$ cat src/rtl/rv32_ctrl_pkg.sv
`default_nettype none
// +----------------------------------------------------------------------------+
// | Package     : rv32_ctrl_pkg                                                |
// | Description : Shared definitions for the RV32I multi-cycle sequencer:      |
// |               state encoding, opcode constants, TYPES bit positions,       |
// |               write-back select codes and FUNCT field sanitising helpers.  |
// | Revision    : 1.0 - initial release                                        |
// +----------------------------------------------------------------------------+
package rv32_ctrl_pkg;

  typedef enum logic [2:0] {
    ST_FETCH  = 3'd0,
    ST_DECODE = 3'd1,
    ST_EXEC   = 3'd2,
    ST_MEM    = 3'd3,
    ST_WB     = 3'd4,
    ST_HALT   = 3'd5
  } state_e;

  localparam logic [6:0] OPC_OP     = 7'b0110011;
  localparam logic [6:0] OPC_OP_IMM = 7'b0010011;
  localparam logic [6:0] OPC_LOAD   = 7'b0000011;
  localparam logic [6:0] OPC_STORE  = 7'b0100011;
  localparam logic [6:0] OPC_JAL    = 7'b1101111;
  localparam logic [6:0] OPC_JALR   = 7'b1100111;
  localparam logic [6:0] OPC_BRANCH = 7'b1100011;
  localparam logic [6:0] OPC_LUI    = 7'b0110111;
  localparam logic [6:0] OPC_AUIPC  = 7'b0010111;

  // TYPES vector bit positions, {R,I,L,S,J,B,U} with R in bit 6
  localparam int T_R = 6;
  localparam int T_I = 5;
  localparam int T_L = 4;
  localparam int T_S = 3;
  localparam int T_J = 2;
  localparam int T_B = 1;
  localparam int T_U = 0;

  localparam logic [1:0] WB_ALU  = 2'b00;
  localparam logic [1:0] WB_LOAD = 2'b01;
  localparam logic [1:0] WB_PC4  = 2'b10;

  // Branches reuse the ALU as a plain adder for PC+imm, so both FUNCT
  // fields are neutralised for them.
  function automatic logic [2:0] sanitise_funct3(input logic [6:0] types,
                                                 input logic [2:0] f3);
    return types[T_B] ? 3'b000 : f3;
  endfunction

  // For I-type only the shift-right immediates (funct3=101) carry a real
  // funct7 (SRLI/SRAI); elsewhere those bits are immediate and must not
  // leak into the ALU operation select.
  function automatic logic [6:0] sanitise_funct7(input logic [6:0] types,
                                                 input logic [2:0] f3,
                                                 input logic [6:0] f7);
    logic [6:0] r;
    r = f7;
    if (types[T_B]) begin
      r = 7'd0;
    end else if (types[T_I] && (f3 != 3'b101)) begin
      r = 7'd0;
    end
    return r;
  endfunction

endpackage
`default_nettype wire

$ cat src/rtl/rv32_type_decode.sv
`default_nettype none
// +----------------------------------------------------------------------------+
// | Module      : rv32_type_decode                                             |
// | Description : Combinational RV32I opcode classifier.                       |
// |               opcode_i  [6:0] : instruction bits [6:0]                     |
// |               types_o   [6:0] : {R,I,L,S,J,B,U}; JALR sets both J and I    |
// |               illegal_o       : opcode is not one of the supported classes |
// | Revision    : 1.0 - initial release                                        |
// +----------------------------------------------------------------------------+
module rv32_type_decode
  import rv32_ctrl_pkg::*;
(
  input  logic [6:0] opcode_i,
  output logic [6:0] types_o,
  output logic       illegal_o
);

  always_comb begin
    types_o   = '0;
    illegal_o = 1'b0;
    case (opcode_i)
      OPC_OP:     types_o[T_R] = 1'b1;
      OPC_OP_IMM: types_o[T_I] = 1'b1;
      OPC_LOAD:   types_o[T_L] = 1'b1;
      OPC_STORE:  types_o[T_S] = 1'b1;
      OPC_JAL:    types_o[T_J] = 1'b1;
      OPC_JALR: begin
        types_o[T_J] = 1'b1;
        types_o[T_I] = 1'b1;
      end
      OPC_BRANCH: types_o[T_B] = 1'b1;
      OPC_LUI,
      OPC_AUIPC:  types_o[T_U] = 1'b1;
      default:    illegal_o    = 1'b1;
    endcase
  end

endmodule
`default_nettype wire

$ cat src/rtl/rv32_exec_ctrl.sv
`default_nettype none
// +----------------------------------------------------------------------------+
// | Module      : rv32_exec_ctrl                                               |
// | Description : Multi-cycle RV32I sequencer. Owns PC and IR, fetches,        |
// |               classifies the opcode, and steps through execute, data      |
// |               memory access and register write-back, one instruction at   |
// |               a time.                                                      |
// |   clk_i, rst_i              : clock, synchronous active-high reset         |
// |   imem_req/addr/valid/rdata : instruction fetch handshake                  |
// |   dmem_req/we/addr/valid    : data access handshake                        |
// |   alu_out_i, br_taken_i     : datapath results for the current instruction |
// |   pc_o, opcode/funct3/funct7_o, types_o, rs1/rs2/rd_addr_o : decode view   |
// |   rf_we_o, wb_sel_o         : register write-back control                  |
// |   trap_o                    : sticky illegal-opcode / misaligned flag      |
// | Revision    : 1.0 - initial release                                        |
// +----------------------------------------------------------------------------+
module rv32_exec_ctrl
  import rv32_ctrl_pkg::*;
#(
  parameter int unsigned           DATA_WIDTH = 32,
  parameter logic [DATA_WIDTH-1:0] RESET_PC   = '0
) (
  input  logic                  clk_i,
  input  logic                  rst_i,
  output logic                  imem_req_o,
  output logic [DATA_WIDTH-1:0] imem_addr_o,
  input  logic                  imem_valid_i,
  input  logic [31:0]           imem_rdata_i,
  output logic                  dmem_req_o,
  output logic                  dmem_we_o,
  output logic [DATA_WIDTH-1:0] dmem_addr_o,
  input  logic                  dmem_valid_i,
  input  logic [DATA_WIDTH-1:0] alu_out_i,
  input  logic                  br_taken_i,
  output logic [DATA_WIDTH-1:0] pc_o,
  output logic [6:0]            opcode_o,
  output logic [2:0]            funct3_o,
  output logic [6:0]            funct7_o,
  output logic [6:0]            types_o,
  output logic [4:0]            rs1_addr_o,
  output logic [4:0]            rs2_addr_o,
  output logic [4:0]            rd_addr_o,
  output logic                  rf_we_o,
  output logic [1:0]            wb_sel_o,
  output logic                  trap_o
);

  state_e                state_q,    state_d;
  logic [DATA_WIDTH-1:0] pc_q,       pc_d;
  logic [DATA_WIDTH-1:0] result_q,   result_d;
  logic [DATA_WIDTH-1:0] target_q,   target_d;
  logic [31:0]           ir_q,       ir_d;
  logic [6:0]            types_q,    types_d;
  logic                  illegal_q,  illegal_d;
  logic                  imem_req_q, imem_req_d;
  logic                  dmem_req_q, dmem_req_d;
  logic                  dmem_we_q,  dmem_we_d;
  logic                  rf_we_q,    rf_we_d;
  logic [1:0]            wb_sel_q,   wb_sel_d;
  logic                  trap_q,     trap_d;

  logic [6:0]            w_dec_types;
  logic                  w_dec_illegal;
  logic [DATA_WIDTH-1:0] w_pc_plus4;
  logic [DATA_WIDTH-1:0] w_br_target;
  logic [DATA_WIDTH-1:0] w_jmp_target;
  logic                  w_fields_vis;

  // Classification happens on the fetched word so TYPES is already
  // registered when DECODE is entered.
  rv32_type_decode u_type_decode (
    .opcode_i  (imem_rdata_i[6:0]),
    .types_o   (w_dec_types),
    .illegal_o (w_dec_illegal)
  );

  assign w_pc_plus4   = pc_q + DATA_WIDTH'(4);
  assign w_br_target  = br_taken_i ? alu_out_i : w_pc_plus4;
  assign w_jmp_target = {alu_out_i[DATA_WIDTH-1:1], 1'b0};

  always_comb begin
    state_d   = state_q;
    pc_d      = pc_q;
    result_d  = result_q;
    target_d  = target_q;
    ir_d      = ir_q;
    types_d   = types_q;
    illegal_d = illegal_q;
    trap_d    = trap_q;

    case (state_q)
      ST_FETCH: begin
        // A VALID without an outstanding request (e.g. straight after
        // reset) is stale and must not be captured.
        if (imem_req_q && imem_valid_i) begin
          ir_d      = imem_rdata_i;
          types_d   = w_dec_types;
          illegal_d = w_dec_illegal;
          state_d   = ST_DECODE;
        end
      end
      ST_DECODE: begin
        state_d = illegal_q ? ST_HALT : ST_EXEC;
      end
      ST_EXEC: begin
        result_d = alu_out_i;
        if (types_q[T_L] || types_q[T_S]) begin
          state_d = ST_MEM;
        end else if (types_q[T_B]) begin
          if (w_br_target[1]) begin
            state_d = ST_HALT;
          end else begin
            pc_d    = w_br_target;
            state_d = ST_FETCH;
          end
        end else if (types_q[T_J]) begin
          // Checked before I so JALR takes the jump path.
          target_d = w_jmp_target;
          state_d  = w_jmp_target[1] ? ST_HALT : ST_WB;
        end else begin
          state_d = ST_WB;
        end
      end
      ST_MEM: begin
        if (dmem_req_q && dmem_valid_i) begin
          if (types_q[T_S]) begin
            pc_d    = w_pc_plus4;
            state_d = ST_FETCH;
          end else begin
            state_d = ST_WB;
          end
        end
      end
      ST_WB: begin
        pc_d    = types_q[T_J] ? target_q : w_pc_plus4;
        state_d = ST_FETCH;
      end
      ST_HALT: begin
        state_d = ST_HALT;
      end
      default: begin
        state_d = ST_HALT;
      end
    endcase

    if (state_d == ST_HALT) begin
      trap_d = 1'b1;
    end

    // Handshake and write-back strobes are registered from the next state,
    // so they are clean flop outputs, drop on the reset edge, and stay
    // stable for the whole time a state is held.
    imem_req_d = (state_d == ST_FETCH);
    dmem_req_d = (state_d == ST_MEM);
    dmem_we_d  = (state_d == ST_MEM) && types_q[T_S];
    rf_we_d    = (state_d == ST_WB) && (ir_q[11:7] != 5'd0);
    wb_sel_d   = WB_ALU;
    if (state_d == ST_WB) begin
      if (types_q[T_J]) begin
        wb_sel_d = WB_PC4;
      end else if (types_q[T_L]) begin
        wb_sel_d = WB_LOAD;
      end
    end
  end

  always_ff @(posedge clk_i) begin
    if (rst_i) begin
      state_q    <= ST_FETCH;
      pc_q       <= RESET_PC;
      result_q   <= '0;
      target_q   <= '0;
      ir_q       <= '0;
      types_q    <= '0;
      illegal_q  <= 1'b0;
      imem_req_q <= 1'b0;
      dmem_req_q <= 1'b0;
      dmem_we_q  <= 1'b0;
      rf_we_q    <= 1'b0;
      wb_sel_q   <= WB_ALU;
      trap_q     <= 1'b0;
    end else begin
      state_q    <= state_d;
      pc_q       <= pc_d;
      result_q   <= result_d;
      target_q   <= target_d;
      ir_q       <= ir_d;
      types_q    <= types_d;
      illegal_q  <= illegal_d;
      imem_req_q <= imem_req_d;
      dmem_req_q <= dmem_req_d;
      dmem_we_q  <= dmem_we_d;
      rf_we_q    <= rf_we_d;
      wb_sel_q   <= wb_sel_d;
      trap_q     <= trap_d;
    end
  end

  // Decoded fields are shown only while an instruction is in flight.
  assign w_fields_vis = (state_q == ST_DECODE) || (state_q == ST_EXEC) ||
                        (state_q == ST_MEM)    || (state_q == ST_WB);

  assign types_o  = w_fields_vis ? types_q : 7'd0;
  assign opcode_o = w_fields_vis ? ir_q[6:0] : 7'd0;
  assign funct3_o = w_fields_vis ? sanitise_funct3(types_q, ir_q[14:12]) : 3'd0;
  assign funct7_o = w_fields_vis ?
                    sanitise_funct7(types_q, ir_q[14:12], ir_q[31:25]) : 7'd0;

  assign rs1_addr_o  = ir_q[19:15];
  assign rs2_addr_o  = ir_q[24:20];
  assign rd_addr_o   = ir_q[11:7];

  assign imem_req_o  = imem_req_q;
  assign imem_addr_o = pc_q;
  assign pc_o        = pc_q;
  assign dmem_req_o  = dmem_req_q;
  assign dmem_we_o   = dmem_we_q;
  assign dmem_addr_o = result_q;
  assign rf_we_o     = rf_we_q;
  assign wb_sel_o    = wb_sel_q;
  assign trap_o      = trap_q;

endmodule
`default_nettype wire
$ cat config.mk
export PLATFORM = sky130hd
export DESIGN_NAME = rv32_exec_ctrl
export DESIGN_NICKNAME = d
export VERILOG_FILES = /design/src/rtl/rv32_ctrl_pkg.sv /design/src/rtl/rv32_type_decode.sv /design/src/rtl/rv32_exec_ctrl.sv
export SDC_FILE = /design/constraint.sdc
export NUM_CORES = 1
export LEC_CHECK = 0
export CORE_MARGIN = 2
export CORE_UTILIZATION = 48
export DETAILED_ROUTE_END_ITERATION = 7
export PLACE_DENSITY = 0.89
export SYNTH_ARGS = -nofsm -noshare
export SYNTH_HDL_FRONTEND = slang
export SYNTH_HIERARCHICAL = 1
export SYNTH_SLANG_ARGS = --single-unit
$ cat constraint.sdc
create_clock -name clk_i -period 2.06 [get_ports clk_i]
set_input_delay 0.206 -clock clk_i [delete_from_list [all_inputs] [get_ports clk_i]]
set_output_delay 0.206 -clock clk_i [all_outputs]
set_load 0.05 [all_outputs]
# Word-level counts from Yosys, hierarchy flattened
# Cells that the tools add are included.
[totals] register_bits=145 in_bits=69 output_inout_bits=142 word_cells=97
[op_classes] addsub=1 n_eq_ne=22 muxes=35 bitwise=3 reduce_logical=22
[op_table] operator="two-way mux 32 bit" count=7
[op_table] operator="one-hot mux 32 bit (3 select lines)" count=1
[op_table] operator="two-way mux 7 bit" count=5
[op_table] operator="adder 32 x 3 -> 32 bit, second input constant" count=1
[op_table] operator="two-way mux 3 bit" count=9
[op_table] operator="== test 7 x 6 -> 1 bit, second input constant" count=3
[op_table] operator="== test 7 bit, second input constant" count=3
[op_table] operator="one-hot mux 3 bit (5 select lines)" count=1
[op_table] operator="== test 7 x 5 -> 1 bit, second input constant" count=2
[op_table] operator="two-way mux 1 bit" count=11
[op_table] operator="!= test 2 bit, second input constant" count=5
[op_table] operator="== test 3 x 2 -> 1 bit, second input constant" count=3
[op_table] operator="== test 3 bit, second input constant" count=3
[op_table] operator="OR reduction 9 bit" count=1
[op_table] operator="OR reduction 2 bit" count=4
[op_table] operator="== test 7 x 2 -> 1 bit, second input constant" count=1
[op_table] operator="logical NOT 3 bit" count=2
[op_table] operator="AND reduction 6 bit" count=1
[op_table] operator="logical AND 1 bit" count=5
[op_table] operator="nonzero test 5 bit" count=1
[op_table] operator="logical OR 1 bit" count=4
[op_table] operator="AND reduction 4 bit" count=1
[op_table] operator="== test 3 x 1 -> 1 bit, second input constant" count=1
[op_table] operator="!= test 3 bit, second input constant" count=1
[op_table] operator="other kinds (5)" count=7

# Longest topological paths before layout
[logic_depth] word_depth=9 depth_mapped=8 mapped_depth_nobuf=6

# By module
# The synthesis kept the hierarchy.
[by_module_without_submodules] module="rv32_exec_ctrl" instances=1 cells_each=875 area_each_um2=6885.4 seq_area_each_um2=2902.8
[by_module_without_submodules] module="rv32_type_decode" instances=1 cells_each=20 area_each_um2=141.4 seq_area_each_um2=0.0

# Least setup slack after synthesis
# OpenSTA, ideal clock, no wires.
[synth_path] kind="flip-flop to flip-flop" startpoint="register pc_q[11] (netlist: imem_addr_o[11])" endpoint="register pc_q[21] (netlist: imem_addr_o[21])" setup_time_ns=0.132 arrival_time_ns=2.160 required_ns=1.928 path_slack_ns=-0.231 path_stages_with_launch=6 n_path_buf=0 synth_period_minus_slack_ns=2.291 path_cell_list="dfxtp_1 nand4_2 or4_4 or3_1 a21oi_1 o32ai_1"
[synth_between] elab_chain_len=6 elab_cells_between_ends=9 classes_between="1 x add/sub; 8 x mux"
[synth_rtl] element="start, declared" line_no="rv32_exec_ctrl.sv:49" source="logic [DATA_WIDTH-1:0] pc_q, pc_d;"
[synth_rtl] element="start signal, assigned" line_no="rv32_exec_ctrl.sv:184" source="pc_q <= pc_d;"
[synth_rtl] element="adder 32 x 3 -> 32 bit (*)" line_no="rv32_exec_ctrl.sv:77" source="assign w_pc_plus4 = pc_q + DATA_WIDTH'(4);"
[synth_rtl] element="two-way mux 32 bit" line_no="rv32_exec_ctrl.sv:78" source="assign w_br_target = br_taken_i ? alu_out_i : w_pc_plus4;"
[synth_rtl] element="two-way mux 32 bit" line_no="rv32_exec_ctrl.sv:110" source="if (w_br_target[1]) begin"
[synth_rtl] element="two-way mux 32 bit" line_no="rv32_exec_ctrl.sv:109" source="end else if (types_q[T_B]) begin"
[synth_rtl] element="two-way mux 32 bit" line_no="rv32_exec_ctrl.sv:107" source="if (types_q[T_L] || types_q[T_S]) begin"
[synth_rtl] element="one-hot mux 32 bit (3 select lines) (*)" line_no="rv32_exec_ctrl.sv:91" source="case (state_q)"
# Mark *: on every way between the ends. The rest lies on a longest branch, timed or not. The select of a mux whose other input is x is not followed.
# A chain may end at the register's enable or synchronous reset.

# Worst setup path after layout
[layout_path] startpoint="register state_q[0]" endpoint="output port funct7_o[0]"
[layout_between] elab_chain_len=5 elab_cells_between_ends=8 classes_between="4 x eq/ne; 1 x mux; 3 x reduce/logical"
[layout_rtl] element="start, declared" line_no="rv32_exec_ctrl.sv:48" source="state_e state_q, state_d;"
[layout_rtl] element="start signal, assigned" line_no="rv32_exec_ctrl.sv:183" source="state_q <= state_d;"
[layout_rtl] element="== test 3 x 1 -> 1 bit / == test 3 x 2 -> 1 bit (equally long branches)" line_no="rv32_exec_ctrl.sv:200" source="assign w_fields_vis = (state_q == ST_DECODE) || (state_q == ST_EXEC) ||"
[layout_rtl] element="logical OR 1 bit (2 in series)" line_no="rv32_exec_ctrl.sv:200"
[layout_rtl] element="logical OR 1 bit (*)" line_no="rv32_exec_ctrl.sv:201" source="(state_q == ST_MEM) || (state_q == ST_WB);"
[layout_rtl] element="two-way mux 7 bit (*)" line_no="rv32_exec_ctrl.sv:206" source="assign funct7_o = w_fields_vis ?"
[layout_rtl] element="end, declared" line_no="rv32_exec_ctrl.sv:38" source="output logic [6:0] funct7_o,"
# Mark *: on every way between the ends. The rest lies on a longest branch, timed or not.

==> flow_metrics.py <==
metrics = {
    "grt": {
        "grt_max_degree": 101,
        "grt_first_pass_wirelength_um": 33500,
        "antenna_found_initial": 0,
        "grt_overflow": 0,
        "grt_pass1_vias": 6780,
        "track_usage_pct": 26.0,
    },
    "pwr": {
        "vdd_drop_max_mv": 0.545,
        "seqPwrFrac_pct": 38.5,
        "leakage_nw": 3.50,
        "clkPwrFrac_pct": 42.1,
        "power.total_mw": 7.80,
        "power_switching_mw": 2.17,
        "p_int_mw": 5.63,
        "comb_power_share_pct": 19.3,
        "swShare_pct": 27.8,
        "power_density_nw_per_um2": 771,
    },
    "hold_path": {
        "min-delay-start": "rst_i",
        "holdPathStages": 3,
        "whs_endpoint": "trap_o",
        "min_path_type": "in2reg",
    },
    "flow_run": {
        "cap_violations": 0,
    },
    "finish": {
        "area_growth_pct": 43.9,
        "fillers": 1127,
        "seq_area_um2": 2920,
        "antenna_cells": 0,
        "multiInputGateArea_um2": 3480,
        "drive_above_1_share_pct": 14.3,
        "layout.nets": 1137,
        "final_core_util_pct": 70.1,
    },
    "sta": {
        "tns_ns": 0,
        "setup_viol": 0,
        "worst_slack_ns": 0.0750,
        "slew_viol_final": 0,
        "fin_crit_sh_pct": 96.4,
        "max_freq_ghz": 0.504,
        "tightest_slew_ns": 0.555,
        "finalHoldViolations": 0,
        "fin_skew_ns": 0.00764,
        "post-route-min-period_ns": 1.99,
        "slew_headroom_pct": 62.9,
    },
    "yosys": {
        "synth-edff-count": 0,
        "yosysUniqueCellTypes": 73,
        "yosys_register_bits": 145,
        "synth_area_um2": 7030,
        "yosysWarnings": 6,
        "synthCells": 895,
        "synth_flop_cell": "dfxtp_1",
        "synth_seq_area_share_pct": 41.3,
        "async_reset_ff_share_pct": 0,
        "syn_nets": 965,
        "syn_avg_cell_area_um2": 7.85,
    },
    "routing": {
        "antenna_left": 0,
        "drt-initial-drc-count": 585,
        "viasPerCell": 5.68,
        "wl_per_cell_um": 16.4,
        "drt_wl_total_um": 20800,
        "drc": 1,
        "dr.pass1.iters": 7,
        "vias": 7177,
    },
    "status": {
        "violations": "DRC",
        "status": "complete, but fails checks",
    },
    "die": {
        "die_area_um2": 15600,
        "die_x_um": 125,
        "start_util_pct": 48.7,
        "die_y_um": 125,
        "coreArea_um2": 14400,
        "pin_count": 211,
        "rows": 44,
    },
    "critical_path": {
        "r2r_start": "imem_addr_o[2]",
        "worstPathMaxFanout": 8,
        "reg2reg_slack_ns": 0.10,
        "crit_type": "reg2out",
        "crit_path_start_kind": "register",
        "end_kind": "output pin",
        "reg2regPathDepth": 6,
        "rr_endpoint": "imem_addr_o[20]",
        "cp.required_ns": 1.85,
        "cp.arrival_ns": 1.78,
    },
    "clock_network": {
        "cts.path.max_buffers": 2,
        "cts_tree": "yes",
        "cts_sinks": 145,
        "cts_hold_buf": 0,
        "cts_htree_levels": 4,
        "numCtsBuffers": 17,
        "cts_root_buf": "clkbuf_16",
        "insertion_delay_ns": 0.42,
        "clk_pin_slew_ns": 0.05,
    },
    "placement": {
        "dp_hpwl_um": 14900,
        "numPortBuffers": 210,
        "preCtsSetupSlack_ns": -0.0144,
        "routabilityCongestion": 0.922,
    },
}
-- repair_timing --
item / CTS / global route
setup buffers: 1 / 0
gates resized for setup: 10 / 9
pin swaps: 2 / 4
setup endpoints to repair: 24 / 23
-- worst max-delay path: stages (launching register included) --
cell     delay (ns)
dfxtp_4        0.38
nor2_4         0.17
xnor2_4        0.14
nand2_1        0.09
a21oi_2        0.14
buf_6          0.14
and2_4         0.15
buf_12         0.13
-- sequential cells by signal (all words and copies together) (netlist names), 2 cells and up --
name         flops
dmem_addr_o     32
target_q        31
wb_sel_o         2
ir_q            32
state_q          3
imem_addr_o     32
types_q          7
-- layout by cell type (no fill, tap or decap), types with 5 or more instances in the layout --
master           Yosys  routed
nor2_1              27      26
nand2_1            236     236
buf_4               48      46
and2_1              24      16
clkbuf_16            0      17
nand3b_1             5       5
o32ai_1              8       8
a21oi_1            131     130
buf_12               0      28
inv_1               17      17
clkdlybuf4s50_1      0     185
a22oi_1             11      11
o21ai_0             21      21
nand4_1              9       9
dfxtp_1            145     131
a32o_1               5       5
and2_4               1       8
and3_1              10      10
dfxtp_2              0      13
nand3_1             17      17
a22o_1              14      14
nor3_1               8       8
a211oi_1             8       8
-- final cells by class --
| cell class | count | share of cell area [%] |
|---|---|---|
| clock buffers | 23 | 4.73 |
| clock inverters | 9 | 1.52 |
| inverters | 17 | 0.631 |
| multi-input cells | 625 | 34.4 |
| flip-flops and latches | 145 | 28.9 |
| well taps | 184 | 2.28 |
| repair buffers | 261 | 27.5 |
-- synthesized netlist by cell type, types with 3 or more instances --
cell type,n,area share (%)
or3_1,3,0.27
buf_6,5,0.80
o32ai_1,8,1.0
a32oi_1,3,0.37
nor3_1,8,0.57
nand2_1,236,13
a211oi_1,8,0.85
nor2_1,27,1.4
nand2b_1,4,0.36
buf_2,9,0.64
buf_4,48,5.1
nand3b_1,5,0.53
a22o_1,14,1.7
o31ai_1,4,0.43
a31oi_1,3,0.27
dfxtp_1,145,41
nand3_1,17,1.2
nor4_1,5,0.45
clkbuf_1,45,2.4
a32o_1,5,0.71
inv_1,17,0.91
a311oi_1,4,0.50
a221oi_1,4,0.50
a222oi_1,4,0.57
a22oi_1,11,1.2
and2_1,24,2.1
and3_1,10,0.89
nand4_1,9,0.80
nor2b_1,4,0.36
a21oi_1,131,9.3
o21ai_0,21,1.5
-- per-stage QoR --
stage | hold WS (ns) | cell area (µm²) | cells
after floorplan | 0.342 | 7040 | 895
after global placement | 0.437 | 9420 | 1232
after detailed placement | 0.442 | 9420 | 1232
after CTS | 0.297 | 10100 | 1265
after global routing | 0.324 | 10100 | 1264
final | 0.313 | 10100 | 1264
-- how the worst max path moves through the flow --
stage                                from              end  slack [ns]
after global routing           state_q[0]      funct7_o[2]      -0.005
final                          state_q[0]      funct7_o[0]        0.07
after CTS                      state_q[1]      funct7_o[0]      -0.008
after global placement       alu_out_i[1]  imem_addr_o[14]        0.04
after floorplan           imem_addr_o[17]  imem_addr_o[31]        0.01
after detailed placement       br_taken_i  imem_addr_o[10]       -0.01
-- layer usage --
| metal | wire length, µm | part of all wire (%) | global-route usage (%) |
|---|---|---|---|
| met2 | 9990 | 48 | 44.0 |
| met5 | 0 | 0 | 0 |
| met1 | 8280 | 40 | 30.9 |
| met3 | 2010 | 9.7 | 8.52 |
| met4 | 482 | 2.3 | 9.67 |
-- logic make-up (layout without fill, tap and decap cells) --
group	count (synthesis)	in the layout	synth area share, %
simple gates	378	378	26.2
compound gates	244	244	22.1
flops	145	145	41.3
buf+inv	125	310	9.94
fa+ha+maj	1	1	0.178
xor+xnor	1	1	0.125
mux	1	1	0.142
-- power groups by stage --
stage | Combinational [mW] | Sequential [mW] | Clock, mW
3_5_place_dp | 1.47 | 3.06 | 0
4_1_cts | 1.50 | 3.00 | 3.33
3_3_place_gp | 1.45 | 3.05 | 0
5_1_grt | 1.61 | 3.02 | 3.46
6_report | 1.50 | 3.01 | 3.29
2_1_floorplan | 0.775 | 3.21 | 0
Power figures use the tool's default switching activity.
